===== src/rtl/beep_pkg.sv =====
// Shared types and defaults for the beep scheduler.
// Holds the FSM state enum, pattern codes and default timings.
package beep_pkg;

    typedef enum logic [1:0] {
        ST_IDLE = 2'b00,
        ST_ON   = 2'b01,
        ST_GAP  = 2'b10,
        ST_DONE = 2'b11
    } state_e;

    typedef enum logic [1:0] {
        PAT_SHORT1 = 2'b00,
        PAT_LONG1  = 2'b01,
        PAT_SHORT2 = 2'b10,
        PAT_SHORT3 = 2'b11
    } pat_e;

    localparam int SHORT_T_DEF = 5;
    localparam int LONG_T_DEF  = 20;
    localparam int GAP_T_DEF   = 5;

    // Beeps still to play after the first one of a pattern.
    function automatic logic [1:0] extra_beeps(input pat_e p);
        logic [1:0] n;
        n = 2'd0;
        unique case (p)
            PAT_SHORT2: n = 2'd1;
            PAT_SHORT3: n = 2'd2;
            default:    n = 2'd0;
        endcase
        return n;
    endfunction

endpackage


===== src/rtl/rr_arbiter.sv =====
// Round-robin pick among requesters.
// Ports: req (levels), last (index granted last), win (one-hot winner).
module rr_arbiter #(
    parameter int NREQ = 4,
    parameter int IDXW = 2
) (
    input  logic [NREQ-1:0] req,
    input  logic [IDXW-1:0] last,
    output logic [NREQ-1:0] win
);

    int  j;
    logic found;

    // Search starts one past the last winner and wraps around.
    always_comb begin
        win   = '0;
        found = 1'b0;
        j     = 0;
        for (int i = 1; i <= NREQ; i++) begin
            j = int'(last) + i;
            if (j >= NREQ) begin
                j = j - NREQ;
            end
            if (!found && req[IDXW'(j)]) begin
                win[IDXW'(j)] = 1'b1;
                found         = 1'b1;
            end
        end
    end

endmodule


===== src/rtl/beep_scheduler.sv =====
// Arbitrates beep requests and times short/long beep patterns.
// Ports: clk_bps, rst, req, pat, stop in; gnt, busy, buz_en, done out.
module beep_scheduler
    import beep_pkg::*;
#(
    parameter int NREQ    = 4,
    parameter int SHORT_T = SHORT_T_DEF,
    parameter int LONG_T  = LONG_T_DEF,
    parameter int GAP_T   = GAP_T_DEF
) (
    input  logic              clk_bps,
    input  logic              rst,
    input  logic [NREQ-1:0]   req,
    input  logic [2*NREQ-1:0] pat,
    input  logic              stop,
    output logic [NREQ-1:0]   gnt,
    output logic              busy,
    output logic              buz_en,
    output logic              done
);

    localparam int IDXW = (NREQ > 1) ? $clog2(NREQ) : 1;
    localparam logic [7:0] SHORT_C = 8'(SHORT_T);
    localparam logic [7:0] LONG_C  = 8'(LONG_T);
    localparam logic [7:0] GAP_C   = 8'(GAP_T);
    localparam logic [IDXW-1:0] LAST_RST = IDXW'(NREQ - 1);

    state_e          state_q, state_d;
    logic [7:0]      tick_q, tick_d;
    logic [1:0]      beeps_q, beeps_d;
    pat_e            pat_q, pat_d;
    logic [IDXW-1:0] last_q, last_d;
    logic [NREQ-1:0] gnt_d;
    logic            busy_d, buz_d, done_d;

    logic [NREQ-1:0] win;
    logic [IDXW-1:0] win_idx;
    logic [1:0]      win_pat;
    logic [7:0]      on_t, win_on_t;

    rr_arbiter #(
        .NREQ (NREQ),
        .IDXW (IDXW)
    ) u_arb (
        .req  (req),
        .last (last_q),
        .win  (win)
    );

    always_comb begin
        win_idx = '0;
        win_pat = 2'b00;
        for (int i = 0; i < NREQ; i++) begin
            if (win[i]) begin
                win_idx = IDXW'(i);
                win_pat = pat[2*i +: 2];
            end
        end
    end

    assign on_t     = (pat_q == PAT_LONG1) ? LONG_C : SHORT_C;
    assign win_on_t = (pat_e'(win_pat) == PAT_LONG1) ? LONG_C : SHORT_C;

    // State register; outputs are registered alongside the state.
    always_ff @(posedge clk_bps or posedge rst) begin
        if (rst) begin
            state_q <= ST_IDLE;
            tick_q  <= 8'd0;
            beeps_q <= 2'd0;
            pat_q   <= PAT_SHORT1;
            last_q  <= LAST_RST;
            gnt     <= '0;
            busy    <= 1'b0;
            buz_en  <= 1'b0;
            done    <= 1'b0;
        end else begin
            state_q <= state_d;
            tick_q  <= tick_d;
            beeps_q <= beeps_d;
            pat_q   <= pat_d;
            last_q  <= last_d;
            gnt     <= gnt_d;
            busy    <= busy_d;
            buz_en  <= buz_d;
            done    <= done_d;
        end
    end

    // Next-state logic.
    always_comb begin
        state_d = state_q;
        beeps_d = beeps_q;
        pat_d   = pat_q;
        last_d  = last_q;
        gnt_d   = gnt;
        // Count down to 1 and hold there; never wraps.
        tick_d  = (tick_q > 8'd1) ? tick_q - 8'd1 : tick_q;

        unique case (state_q)
            ST_IDLE: begin
                if (!stop && (|req)) begin
                    state_d = ST_ON;
                    gnt_d   = win;
                    last_d  = win_idx;
                    pat_d   = pat_e'(win_pat);
                    tick_d  = win_on_t;
                    beeps_d = extra_beeps(pat_e'(win_pat));
                end
            end
            ST_ON: begin
                if (tick_q <= 8'd1) begin
                    if (beeps_q != 2'd0) begin
                        state_d = ST_GAP;
                        tick_d  = GAP_C;
                        beeps_d = beeps_q - 2'd1;
                    end else begin
                        state_d = ST_DONE;
                    end
                end
            end
            ST_GAP: begin
                if (tick_q <= 8'd1) begin
                    state_d = ST_ON;
                    tick_d  = on_t;
                end
            end
            ST_DONE: begin
                state_d = ST_IDLE;
                gnt_d   = '0;
            end
            default: begin
                state_d = ST_IDLE;
                gnt_d   = '0;
            end
        endcase

        // Abort wins over everything; last_q already names this requester.
        if (stop && (state_q != ST_IDLE)) begin
            state_d = ST_IDLE;
            gnt_d   = '0;
        end
    end

    // Output decode from the next state, so outputs track state exactly.
    always_comb begin
        busy_d = (state_d != ST_IDLE);
        buz_d  = (state_d == ST_ON);
        done_d = (state_d == ST_DONE);
    end

endmodule


===== config.mk =====
export PLATFORM = sky130hd
export DESIGN_NAME = beep_scheduler
export DESIGN_NICKNAME = d
export VERILOG_FILES = /design/src/rtl/beep_pkg.sv /design/src/rtl/rr_arbiter.sv /design/src/rtl/beep_scheduler.sv
export SDC_FILE = /design/constraint.sdc
export NUM_CORES = 1
export LEC_CHECK = 0
export CORE_UTILIZATION = 55
export DETAILED_ROUTE_END_ITERATION = 16
export PLACE_DENSITY_LB_ADDON = 0.2
export SLEW_MARGIN = 15
export SYNTH_ARGS = -nofsm -noshare
export SYNTH_HDL_FRONTEND = slang
export SYNTH_SLANG_ARGS = --single-unit

===== constraint.sdc =====
create_clock -name clk_bps -period 4.33 [get_ports clk_bps]
set_input_delay 0.433 -clock clk_bps [delete_from_list [all_inputs] [get_ports clk_bps]]
set_output_delay 0.433 -clock clk_bps [all_outputs]
set_load 0.01 [all_outputs]

==> impl_metrics.env, run 1 <==
export IMPL_p_leak_nw=0.862
export IMPL_critPathRequiredTime_ns=4.53
export IMPL_critPathMaxFanout=12
export IMPL_synth_adder_area_share_pct=7.84
export IMPL_maxCapViolCount=0
export IMPL_use_met2_pct=43.8
export IMPL_seq_area_sq_um=578
export IMPL_grt_overflow=0
export IMPL_worst_path_buf_inv=1
export IMPL_ir_drop_mv=0.393
export IMPL_postPlaceCellArea_sq_mm=0.00199
export IMPL_fin_crit_ns=3.59
export IMPL_critPathCaptureType="flop"
export IMPL_cp_slowest_cell="mux4_1"
export IMPL_synthXorXnorAreaFrac_pct=2.99
export IMPL_max_clock_freq_ghz=0.279
export IMPL_hold_violations=0
export IMPL_hpwl_um=3000
export IMPL_final_period_utilization_pct=82.9
export IMPL_ys_ff_latch=23
export IMPL_fillCellCount=254
export IMPL_synth_edff_count=0
export IMPL_vias_per_cell=5.79
export IMPL_synth_top_family_by_area="simple AND/OR/NAND/NOR gates"
export IMPL_tightestPinTransition_ns=0.864
export IMPL_wl_um=3940
export IMPL_core_area_sq_mm=0.00303
export IMPL_cts_max_level=1
export IMPL_path_class="flop to flop"
export IMPL_final_area_sq_mm=0.00202
export IMPL_status="completed"
export IMPL_crit_family="compound AO/OA/AOI/OAI gates"
export IMPL_clk_latency_ns=0.31
export IMPL_ys_warnings_count=0
export IMPL_syn_num_nets=225
export IMPL_start_kind="flop"
export IMPL_synth_ff_type="dfrtp_1"
export IMPL_grt_max_degree=24
export IMPL_diodes=0
export IMPL_cts_buffers=3
export IMPL_multi_input_area_sq_mm=0.00107
export IMPL_syn_to_final_growth_pct=14.9
export IMPL_cts_hold_buffers=0
export IMPL_vias=1512
export IMPL_cts_root_buf="clkbuf_4"
export IMPL_antenna_found_initial=0
export IMPL_cts_clk_slew_worst_paths_ns=0.13
export IMPL_async_reset_ff_share_pct=100
export IMPL_wire_per_inst_um=15.1
export IMPL_rows=20
export IMPL_die_y_um=58.5
export IMPL_drc_errors=0
export IMPL_hold_path_class="flop to flop"
export IMPL_path_cells="inv_1 > ha_1 > mux4_1 > o32ai_1 > or3_1 > a311oi_2 > o22ai_1 > nor2_1 > a221o_1"
export IMPL_grt_total_usage_pct=26.0
export IMPL_grt_pass1_wl_um=6840
export IMPL_powerDensity_mw_per_mm2=661
export IMPL_postCtsSetupRepairBufs=0
export IMPL_cts_tree="yes"
export IMPL_dieArea_sq_mm=0.00342
export IMPL_synth_cell_types=53
export IMPL_cp_data_arrival_time_ns=3.79
export IMPL_cts_resized=0
export IMPL_first_iter_violations=164
export IMPL_post_route_cells_drive_above_1_share_pct=8.29
export IMPL_start_util_pct=58.0
export IMPL_netlist_area_sq_mm=0.00176
export IMPL_port_buffers=21
export IMPL_tns_ns=0
export IMPL_clockBufferDepth=2
export IMPL_chipWidth_um=58.5
export IMPL_finClkSkew_ns=0.00994
export IMPL_synth_seq_area_share_pct=32.9
export IMPL_synth_simple_area_share_pct=24.6
export IMPL_syn_area_per_cell_sq_um=8.82
export IMPL_use_met1_pct=34.4
export IMPL_max_stage_delay_ns=0.70
export IMPL_grt_busiest_layer="met2"
export IMPL_slew_viol_final=0
export IMPL_final_nets=244
export IMPL_slew_headroom_pct=42.3
export IMPL_grtUsageMet3_pct=2.86
export IMPL_synth_compound_area_share_pct=20.3
export IMPL_dr_pass1_iters=4
export IMPL_drtAntennaViolNets=0
export IMPL_grt_pass1_vias=1523
export IMPL_io_pins=22
export IMPL_synth_cells=199
export IMPL_muxShareOfSynthArea_pct=5.49
export IMPL_rsz0062_at_grt="no"
export IMPL_gp_congestion=0.894
export IMPL_finalSetupViolCount=0
export IMPL_clkSinkCount=23
-- final timing paths --
path	start	slack [ns]	to	cells after the start
worst max-delay path	last_q[0]	0.74	beeps_q[0]	9
worst min-delay path	pat_q[1]	0.50	pat_q[1]	2
worst max register to register	last_q[0]	0.74	beeps_q[0]	9
worst min register to register	pat_q[1]	0.50	pat_q[1]	2
max in group asynchronous	rst	3.21	beeps_q[1]	2
min in group asynchronous	rst	0.58	tick_q[0]	2
-- kinds of logic (layout without fill, tap and decap cells) --
group           after synthesis  count (layout)
fa+ha+maj                    11              11
simple gates                 79              79
buf+inv                      25              43
xor+xnor                      6               6
compound gates               50              50
flops                        23              23
mux                           5               5
-- metrics by stage --
| step | cells | total power [mW] | util, % | setup WS, ns | hold slack (ns) |
|---|---|---|---|---|---|
| 6_report | 261 | 1.33 | 66.6 | 0.741 | 0.497 |
| 3_5_place_dp | 257 | 1.23 | 65.7 | 0.795 | 0.473 |
| 3_3_place_gp | 257 | 1.20 | 65.7 | 0.923 | 0.473 |
| 4_1_cts | 261 | 1.33 | 66.6 | 0.779 | 0.501 |
| 2_1_floorplan | 199 | 1.02 | - | 0.880 | 0.433 |
| 5_1_grt | 261 | 1.46 | 66.6 | 0.448 | 0.548 |
-- worst register-to-register path, delay by kind of cell, from the launching register on --
family,cells,cell delay [ns]
flip-flops,1,0.69
AND/OR/NAND/NOR,2,0.31
buffers and inverters,1,0.19
AO/OA/AOI/OAI,4,1.07
multiplexers,1,0.70
adder cells (fa/ha/maj),1,0.50
-- layout make-up --
cell class / instances / share of cell area [%]
clock buffers: 3 / 1.12
clock inverters: 1 / 0.248
multi-input cells: 151 / 53.3
repair buffers: 22 / 10.8
flip-flops and latches: 23 / 28.7
inverters: 17 / 3.16
well taps: 44 / 2.73
-- registers in the layout, summed over array words and instances (netlist names) --
| signal | cells |
|---|---|
| beeps_q | 2 |
| busy | 1 |
| buz_en | 1 |
| done | 1 |
| gnt | 4 |
| last_q | 2 |
| pat_q | 2 |
| state_q | 2 |
| tick_q | 8 |
-- synth_stat cells, drive strengths merged, types with 3 or more instances --
| cell | instances | area share, % |
|---|---|---|
| dfrtp | 21 | 30 |
| nor2 | 21 | 4.5 |
| nand2 | 18 | 3.8 |
| inv | 17 | 3.6 |
| o21ai | 17 | 4.8 |
| ha | 11 | 7.8 |
| nor3 | 8 | 2.3 |
| a21oi | 7 | 2.0 |
| clkbuf | 7 | 1.6 |
| a31oi | 5 | 1.8 |
| nand3 | 5 | 1.4 |
| xnor2 | 5 | 2.5 |
| nand3b | 4 | 1.7 |
| nor4 | 4 | 1.8 |
| a311oi | 3 | 2.9 |
| mux4 | 3 | 4.3 |
| or3 | 3 | 1.1 |
-- routing by layer --
metal | vias to the layer above | routed length [um]
li1 | 757 | -
met1 | 707 | 1790
met2 | 40 | 1970
met3 | 8 | 121
met4 | 0 | 63
met5 | - | 0
-- layout by cell type (no fill, tap or decap), drive strengths merged, types with 3 or more instances in the layout --
cell type	synthesis	routed
xnor2	5	5
ha	11	11
nand3	5	5
inv	17	17
a311oi	3	3
dfrtp	21	21
clkbuf	7	3
a21oi	7	7
nor3	8	8
nand3b	4	4
nor2	21	21
nor4	4	4
mux4	3	3
clkdlybuf4s50	0	21
o21ai	17	17
or3	3	3
a31oi	5	5
nand2	18	18
-- power breakdown --
group	leakage, nW	switching, mW	total [mW]	internal [mW]
combinational	0.555	0.461	0.834	0.373
clock	0.0177	0.0650	0.0995	0.0345
sequential	0.289	0.0948	0.400	0.305
total	0.862	0.621	1.33	0.713
Power figures use the tool's default switching activity.
==> inputs of run 2 (changes only) <==
- CORE_UTILIZATION: 55 -> 50
- clock period: 4.33 -> 2.9 ns (I/O delays scaled with it)
==> impl_metrics.env, run 2 (synthesis gave the netlist of run 1 again) <==
export IMPL_drc_errors=0
export IMPL_pwr_share_comb_pct=71.2
export IMPL_start_util_pct=52.6
export IMPL_drtAntennaViolNets=0
export IMPL_wire_per_inst_um=16.2
export IMPL_reg_top3="tick_q: 8 flops, gnt: 4 flops"
export IMPL_max_clock_freq_ghz=0.331
export IMPL_dr_pass1_iters=4
export IMPL_maxCapViolCount=0
export IMPL_rr_worst_depth=10
export IMPL_dieArea_sq_mm=0.00375
export IMPL_rows=21
export IMPL_p_seq_share_pct=23.0
export IMPL_grt_pass1_wl_um=7360
export IMPL_cts_tree="yes"
export IMPL_dp_cells=276
export IMPL_p_leak_nw=0.972
export IMPL_cts_hold_buffers=0
export IMPL_finalSetupViolCount=4
export IMPL_core_area_sq_mm=0.00334
export IMPL_clkPwrFrac_pct=5.8
export IMPL_first_iter_violations=116
export IMPL_clockBufferDepth=2
export IMPL_intPower_mw=1.34
export IMPL_gp_congestion=0.953
export IMPL_port_buffers=21
export IMPL_final_period_utilization_pct=104
export IMPL_chipWidth_um=61.3
export IMPL_critPathCaptureType="flop"
export IMPL_ir_drop_mv=0.702
export IMPL_mostFrequentLayoutCells="21 x dfrtp_1, 21 x clkdlybuf4s50_1, 20 x nor2_1, 18 x nand2_1, 18 x buf_4"
export IMPL_wl_um=4570
export IMPL_start_kind="flop"
export IMPL_largest_register="tick_q"
export IMPL_grt_total_usage_pct=26.8
export IMPL_hold_violations=0
export IMPL_vias=1669
export IMPL_vias_per_cell=5.92
export IMPL_hpwl_um=3460
export IMPL_grt_pass1_vias=1582
export IMPL_fillCellCount=273
export IMPL_diodes=0
export IMPL_path_class="flop to flop"
export IMPL_cts_root_buf="clkbuf_4"
export IMPL_syn_to_final_growth_pct=30.9
export IMPL_switchingPower_mw=1.11
export IMPL_r2r_end="tick_q[0]"
export IMPL_cts_clk_slew_worst_paths_ns=0.12
export IMPL_instances_no_fill=282
export IMPL_post_route_cells_drive_above_1_share_pct=22.9
export IMPL_critPathRequiredTime_ns=3.14
export IMPL_power_mw=2.45
export IMPL_tightestPinTransition_ns=0.889
export IMPL_powerDensity_mw_per_mm2=1070
export IMPL_io_pins=22
export IMPL_grt_max_degree=24
export IMPL_slew_viol_final=0
export IMPL_final_nets=263
export IMPL_slew_headroom_pct=40.7
export IMPL_p_sw_share_pct=45.4
export IMPL_fin_crit_ns=3.02
export IMPL_antenna_found_initial=0
export IMPL_rsz0062_at_grt="yes"
export IMPL_rr_startpoint="last_q[0]"
export IMPL_final_util_pct=68.8
export IMPL_grt_overflow=0
export IMPL_rrSetupSlack_ns=-0.12
export IMPL_cp_data_arrival_time_ns=3.26
export IMPL_worst_slack_ns=-0.117
export IMPL_postPlaceCellArea_sq_mm=0.00218
export IMPL_clkSinkCount=23
export IMPL_die_y_um=61.3
export IMPL_critPathMaxFanout=5
export IMPL_status="finished, violations left"
export IMPL_cts_max_level=1
export IMPL_clk_latency_ns=0.30
export IMPL_largest_reg_flops=8
export IMPL_holdWs_ns=0.461
export IMPL_finClkSkew_ns=0.00831
export IMPL_failed_checks="setup timing"
export IMPL_final_area_sq_mm=0.00230
export IMPL_hold_path_class="input pin to asynchronous set/reset pin"
export IMPL_cts_buffers=3
run 2: changes by cell type in the layout (fill, tap and decap cells not counted), moves of 2 or more:
cell     previous run  this run
buf_4               1        18
buf_6               0         2
inv_1              17        15
nor3_1              8         5
nor3_2              0         2
nor3b_1             2         0
nor3b_4             0         2
run 2: routing by layer:
layer	vias to the layer above	GRT usage, %	wire [um]
met4	0	4.87	44
met2	57	46.4	2350
li1	801	-	-
met3	6	4.62	284
met5	-	0	0
met1	805	35.4	1890
run 2: how the worst max path moves through the flow:
stage          depth (start not counted)  slack, ns  startpoint         end
2_1_floorplan                          9      -0.03   last_q[1]  beeps_q[0]
5_1_grt                               10      -0.21   last_q[0]  beeps_q[0]
3_3_place_gp                          11       0.03   last_q[0]  beeps_q[0]
4_1_cts                               11      -0.02   last_q[0]   tick_q[0]
3_5_place_dp                          10       -0.1      req[2]  beeps_q[0]
6_report                              10      -0.12   last_q[0]   tick_q[0]
run 2: area by class of cell:
type                       instances  area [sq um]  share of cell area, %
timing repair buffer              41           368                   16.0
inverter                          17          66.3                   2.89
multi-input combinational        151          1200                   52.3
tap                               46          57.6                   2.51
clock buffer                       4          26.3                   1.14
sequential                        23           578                   25.2
run 2: what timing repair did:
action                     in CTS  in global routing
buffers inserted                1                  1
setup endpoints to repair       1                  6
hold endpoints to repair        0                  0
pin swaps                       3                  1
resized for setup               5                 10
run 2: worst max-delay path, cell delays in order (launching register included):
cell      delay, ns
dfstp_2        0.61
buf_4          0.17
mux4_2         0.55
buf_4          0.18
a21oi_1        0.17
nor3_1         0.10
a221o_1        0.34
a311oi_4       0.32
o22ai_4        0.14
a31o_1         0.23
a21boi_2       0.14
run 2: through the flow:
step	setup WS [ns]	TNS, ns
2_1_floorplan	-0.0279	-0.0279
3_3_place_gp	0.0316	0
3_5_place_dp	-0.0954	-0.103
4_1_cts	-0.0162	-0.0162
5_1_grt	-0.210	-0.741
6_report	-0.117	-0.271
run 2: power groups by stage:
stage                     sequential (mW)  combinational (mW)  clock (mW)
after floorplan                     0.564                1.09           0
after global placement              0.562                1.47           0
after detailed placement            0.568                1.53           0
after CTS                           0.562                1.63       0.152
after global routing                0.578                1.90       0.164
final                               0.563                1.74       0.143
==> inputs of run 3 (changes only) <==
- ABC_AREA: default -> 1
- CORE_UTILIZATION: 50 -> 55
- clock period: 2.9 -> 3.15 ns (I/O delays scaled with it)
==> impl_metrics.env, run 3 <==
export IMPL_grt_overflow=0
export IMPL_chipWidth_um=59.5
export IMPL_syn_num_nets=287
export IMPL_mostFrequentLayoutCells="60 x nand2_1, 43 x inv_1, 29 x nor2_1, 25 x nand3_1"
export IMPL_switchingPower_mw=1.04
export IMPL_core_area_sq_mm=0.00310
export IMPL_path_class="flop to flop"
export IMPL_drtAntennaViolNets=0
export IMPL_netlist_area_sq_mm=0.00182
export IMPL_hold_violations=0
export IMPL_final_util_pct=67.9
export IMPL_clk_latency_ns=0.32
export IMPL_synth_seq_area_share_pct=31.8
export IMPL_grt_total_usage_pct=23.0
export IMPL_powerDensity_mw_per_mm2=956
export IMPL_clkSinkCount=23
export IMPL_syn_area_per_cell_sq_um=6.96
export IMPL_start_kind="flop"
export IMPL_synthTopCellsByArea="dfrtp_1 29%, nand2_1 12%, inv_1 8.9%"
export IMPL_start_util_pct=58.5
export IMPL_dr_pass1_iters=4
export IMPL_synth_edff_count=0
export IMPL_io_pins=22
export IMPL_synth_ff_type="dfrtp_1"
export IMPL_drc_errors=0
export IMPL_crit_family="simple AND/OR/NAND/NOR gates"
export IMPL_synthTopCellsByCount="60 x nand2_1, 43 x inv_1, 29 x nor2_1, 25 x nand3_1, 21 x dfrtp_1"
export IMPL_slew_headroom_pct=43.8
export IMPL_fillCellCount=275
export IMPL_intPower_uw=970
export IMPL_multi_input_area_sq_mm=0.00104
export IMPL_dp_cells=325
export IMPL_layout_commonest_cell="nand2_1"
export IMPL_finClkSkew_ns=0.00985
export IMPL_diodes=0
export IMPL_port_buffers=21
export IMPL_cts_root_buf="clkbuf_4"
export IMPL_ys_warnings_count=0
export IMPL_clockBufferDepth=2
export IMPL_p_sw_share_pct=51.8
export IMPL_cts_max_level=1
export IMPL_status="completed"
export IMPL_synth_top_cell_area_share_pct=28.9
export IMPL_gp_congestion=0.910
export IMPL_worst_path_buf_inv=3
export IMPL_synth_cell_types=31
export IMPL_seq_area_sq_um=578
export IMPL_post_route_cells_drive_above_1_share_pct=11.6
export IMPL_wl_um=3580
export IMPL_max_stage_delay_ns=0.71
export IMPL_synth_most_common_cell="nand2_1"
export IMPL_final_nets=312
export IMPL_rsz0062_at_grt="no"
export IMPL_cts_hold_buffers=0
export IMPL_tns_ns=0
export IMPL_vias_per_cell=5.02
export IMPL_rows=20
export IMPL_synth_cells=261
export IMPL_fin_crit_ns=2.63
export IMPL_critPathCaptureType="flop"
export IMPL_first_iter_violations=91
export IMPL_p_seq_share_pct=26.7
export IMPL_critPathMaxFanout=12
export IMPL_async_reset_ff_share_pct=100
export IMPL_die_y_um=59.5
export IMPL_pwr_share_comb_pct=66.3
export IMPL_critPathRequiredTime_ns=3.38
export IMPL_grt_pass1_wl_um=6180
export IMPL_grt_max_degree=24
export IMPL_grt_pass1_vias=1488
export IMPL_hold_path_class="input pin to asynchronous set/reset pin"
export IMPL_ir_drop_mv=0.498
export IMPL_largest_reg_flops=8
export IMPL_max_clock_freq_ghz=0.381
export IMPL_cp_slowest_cell="dfstp_2"
export IMPL_clkPwrFrac_pct=7.0
export IMPL_slew_viol_final=0
export IMPL_ys_ff_latch=23
export IMPL_antenna_found_initial=0
export IMPL_final_period_utilization_pct=83.4
export IMPL_maxCapViolCount=0
export IMPL_postCtsSetupRepairBufs=0
export IMPL_p_leak_nw=1.13
export IMPL_critPathMostFrequentCell="nand2_1"
export IMPL_instances_no_fill=329
export IMPL_power_mw=2.01
export IMPL_cp_data_arrival_time_ns=2.85
export IMPL_synth_top_cell_by_area="dfrtp_1"
export IMPL_largest_register="tick_q"
export IMPL_tightestPinTransition_ns=0.843
export IMPL_vias=1651
export IMPL_path_cells="inv_6 > ha_1 > inv_1 > nand3_1 > nand2_1 > nand2_1 > nor2_1 > nand2_1 > nand3_2 > inv_2 > or2_1 > nand2_2 > nand3_1 > nand2_1 > nand3_1"
export IMPL_dieArea_sq_mm=0.00353
export IMPL_reg_top3="tick_q: 8 flops, gnt: 4 flops"
export IMPL_cts_tree="yes"
export IMPL_syn_to_final_growth_pct=16.1
export IMPL_cts_resized=0
export IMPL_cts_clk_slew_worst_paths_ns=0.13
export IMPL_hpwl_um=2860
export IMPL_wire_per_inst_um=10.9
export IMPL_cts_buffers=3
export IMPL_finalSetupViolCount=0
## run 3: cell types whose count changed in the layout (fill, tap and decap cells not counted), sizes merged, moves of 4 or more
cell | before | now
nand2 | 18 | 66
inv | 17 | 46
a21oi | 7 | 20
nor2 | 21 | 34
xnor2 | 5 | 0
buf | 20 | 2
nor3 | 8 | 2
nor4 | 4 | 0
o21ai | 17 | 12
a31oi | 5 | 0
nand3 | 5 | 31
## run 3: cell families after synthesis
logic type,share of synthesized area [%]
xor+xnor,1.45
buf+inv,10.8
flops,31.8
simple gates,35.1
compound gates,13.2
fa+ha+maj,7.58
## run 3: layout make-up
class                           count  area share (%)
Sequential cell                    23            27.4
Multi-Input combinational cell    189            49.4
Inverter                           46            8.43
Clock inverter                      1           0.356
Clock buffer                        3            1.07
Tap cell                           44            2.61
Timing Repair Buffer               23            10.7
## run 3: worst paths after layout
check	start	endpoint	slack, ns	cells after the start
min reg2reg	pat_q[1]	pat_q[1]	0.51	2
min in group clk_bps	pat_q[1]	pat_q[1]	0.51	2
max reg2reg	last_q[0]	tick_q[0]	0.52	15
min	rst	done	0.45	2
max in group asynchronous	rst	tick_q[4]	2.18	2
max	last_q[0]	tick_q[0]	0.52	15
## run 3: power groups by stage
stage	Clock (mW)	Sequential, mW	Combinational [mW]
3_3_place_gp	0	0.540	1.31
5_1_grt	0.152	0.555	1.52
3_5_place_dp	0	0.542	1.33
4_1_cts	0.145	0.536	1.34
6_report	0.141	0.537	1.34
2_1_floorplan	0	0.523	1.05
## run 3: routing by layer
layer  vias up  global-route usage, %  routed length, um
met1       735                   30.9               1760
li1        880                      -                  -
met4         0                   4.08                 36
met2        30                   38.8               1650
met3         6                   4.15                136
met5         -                      0                  0
## run 3: worst reg2reg max path, delay by kind of cell (launching register included)
kind,cells,cell delay (ns)
fa+ha+maj,1,0.38
simple gates,11,1.16
flops,1,0.71
buf+inv,3,0.29
## run 3: metrics by stage
stage	hold slack [ns]	worst slack (ns)	cell area, sq um
floorplan	0.315	0.776	1820
global placement	0.485	0.590	2080
detailed placement	0.482	0.513	2080
CTS	0.481	0.524	2110
global route	0.526	0.261	2110
finish	0.445	0.523	2110
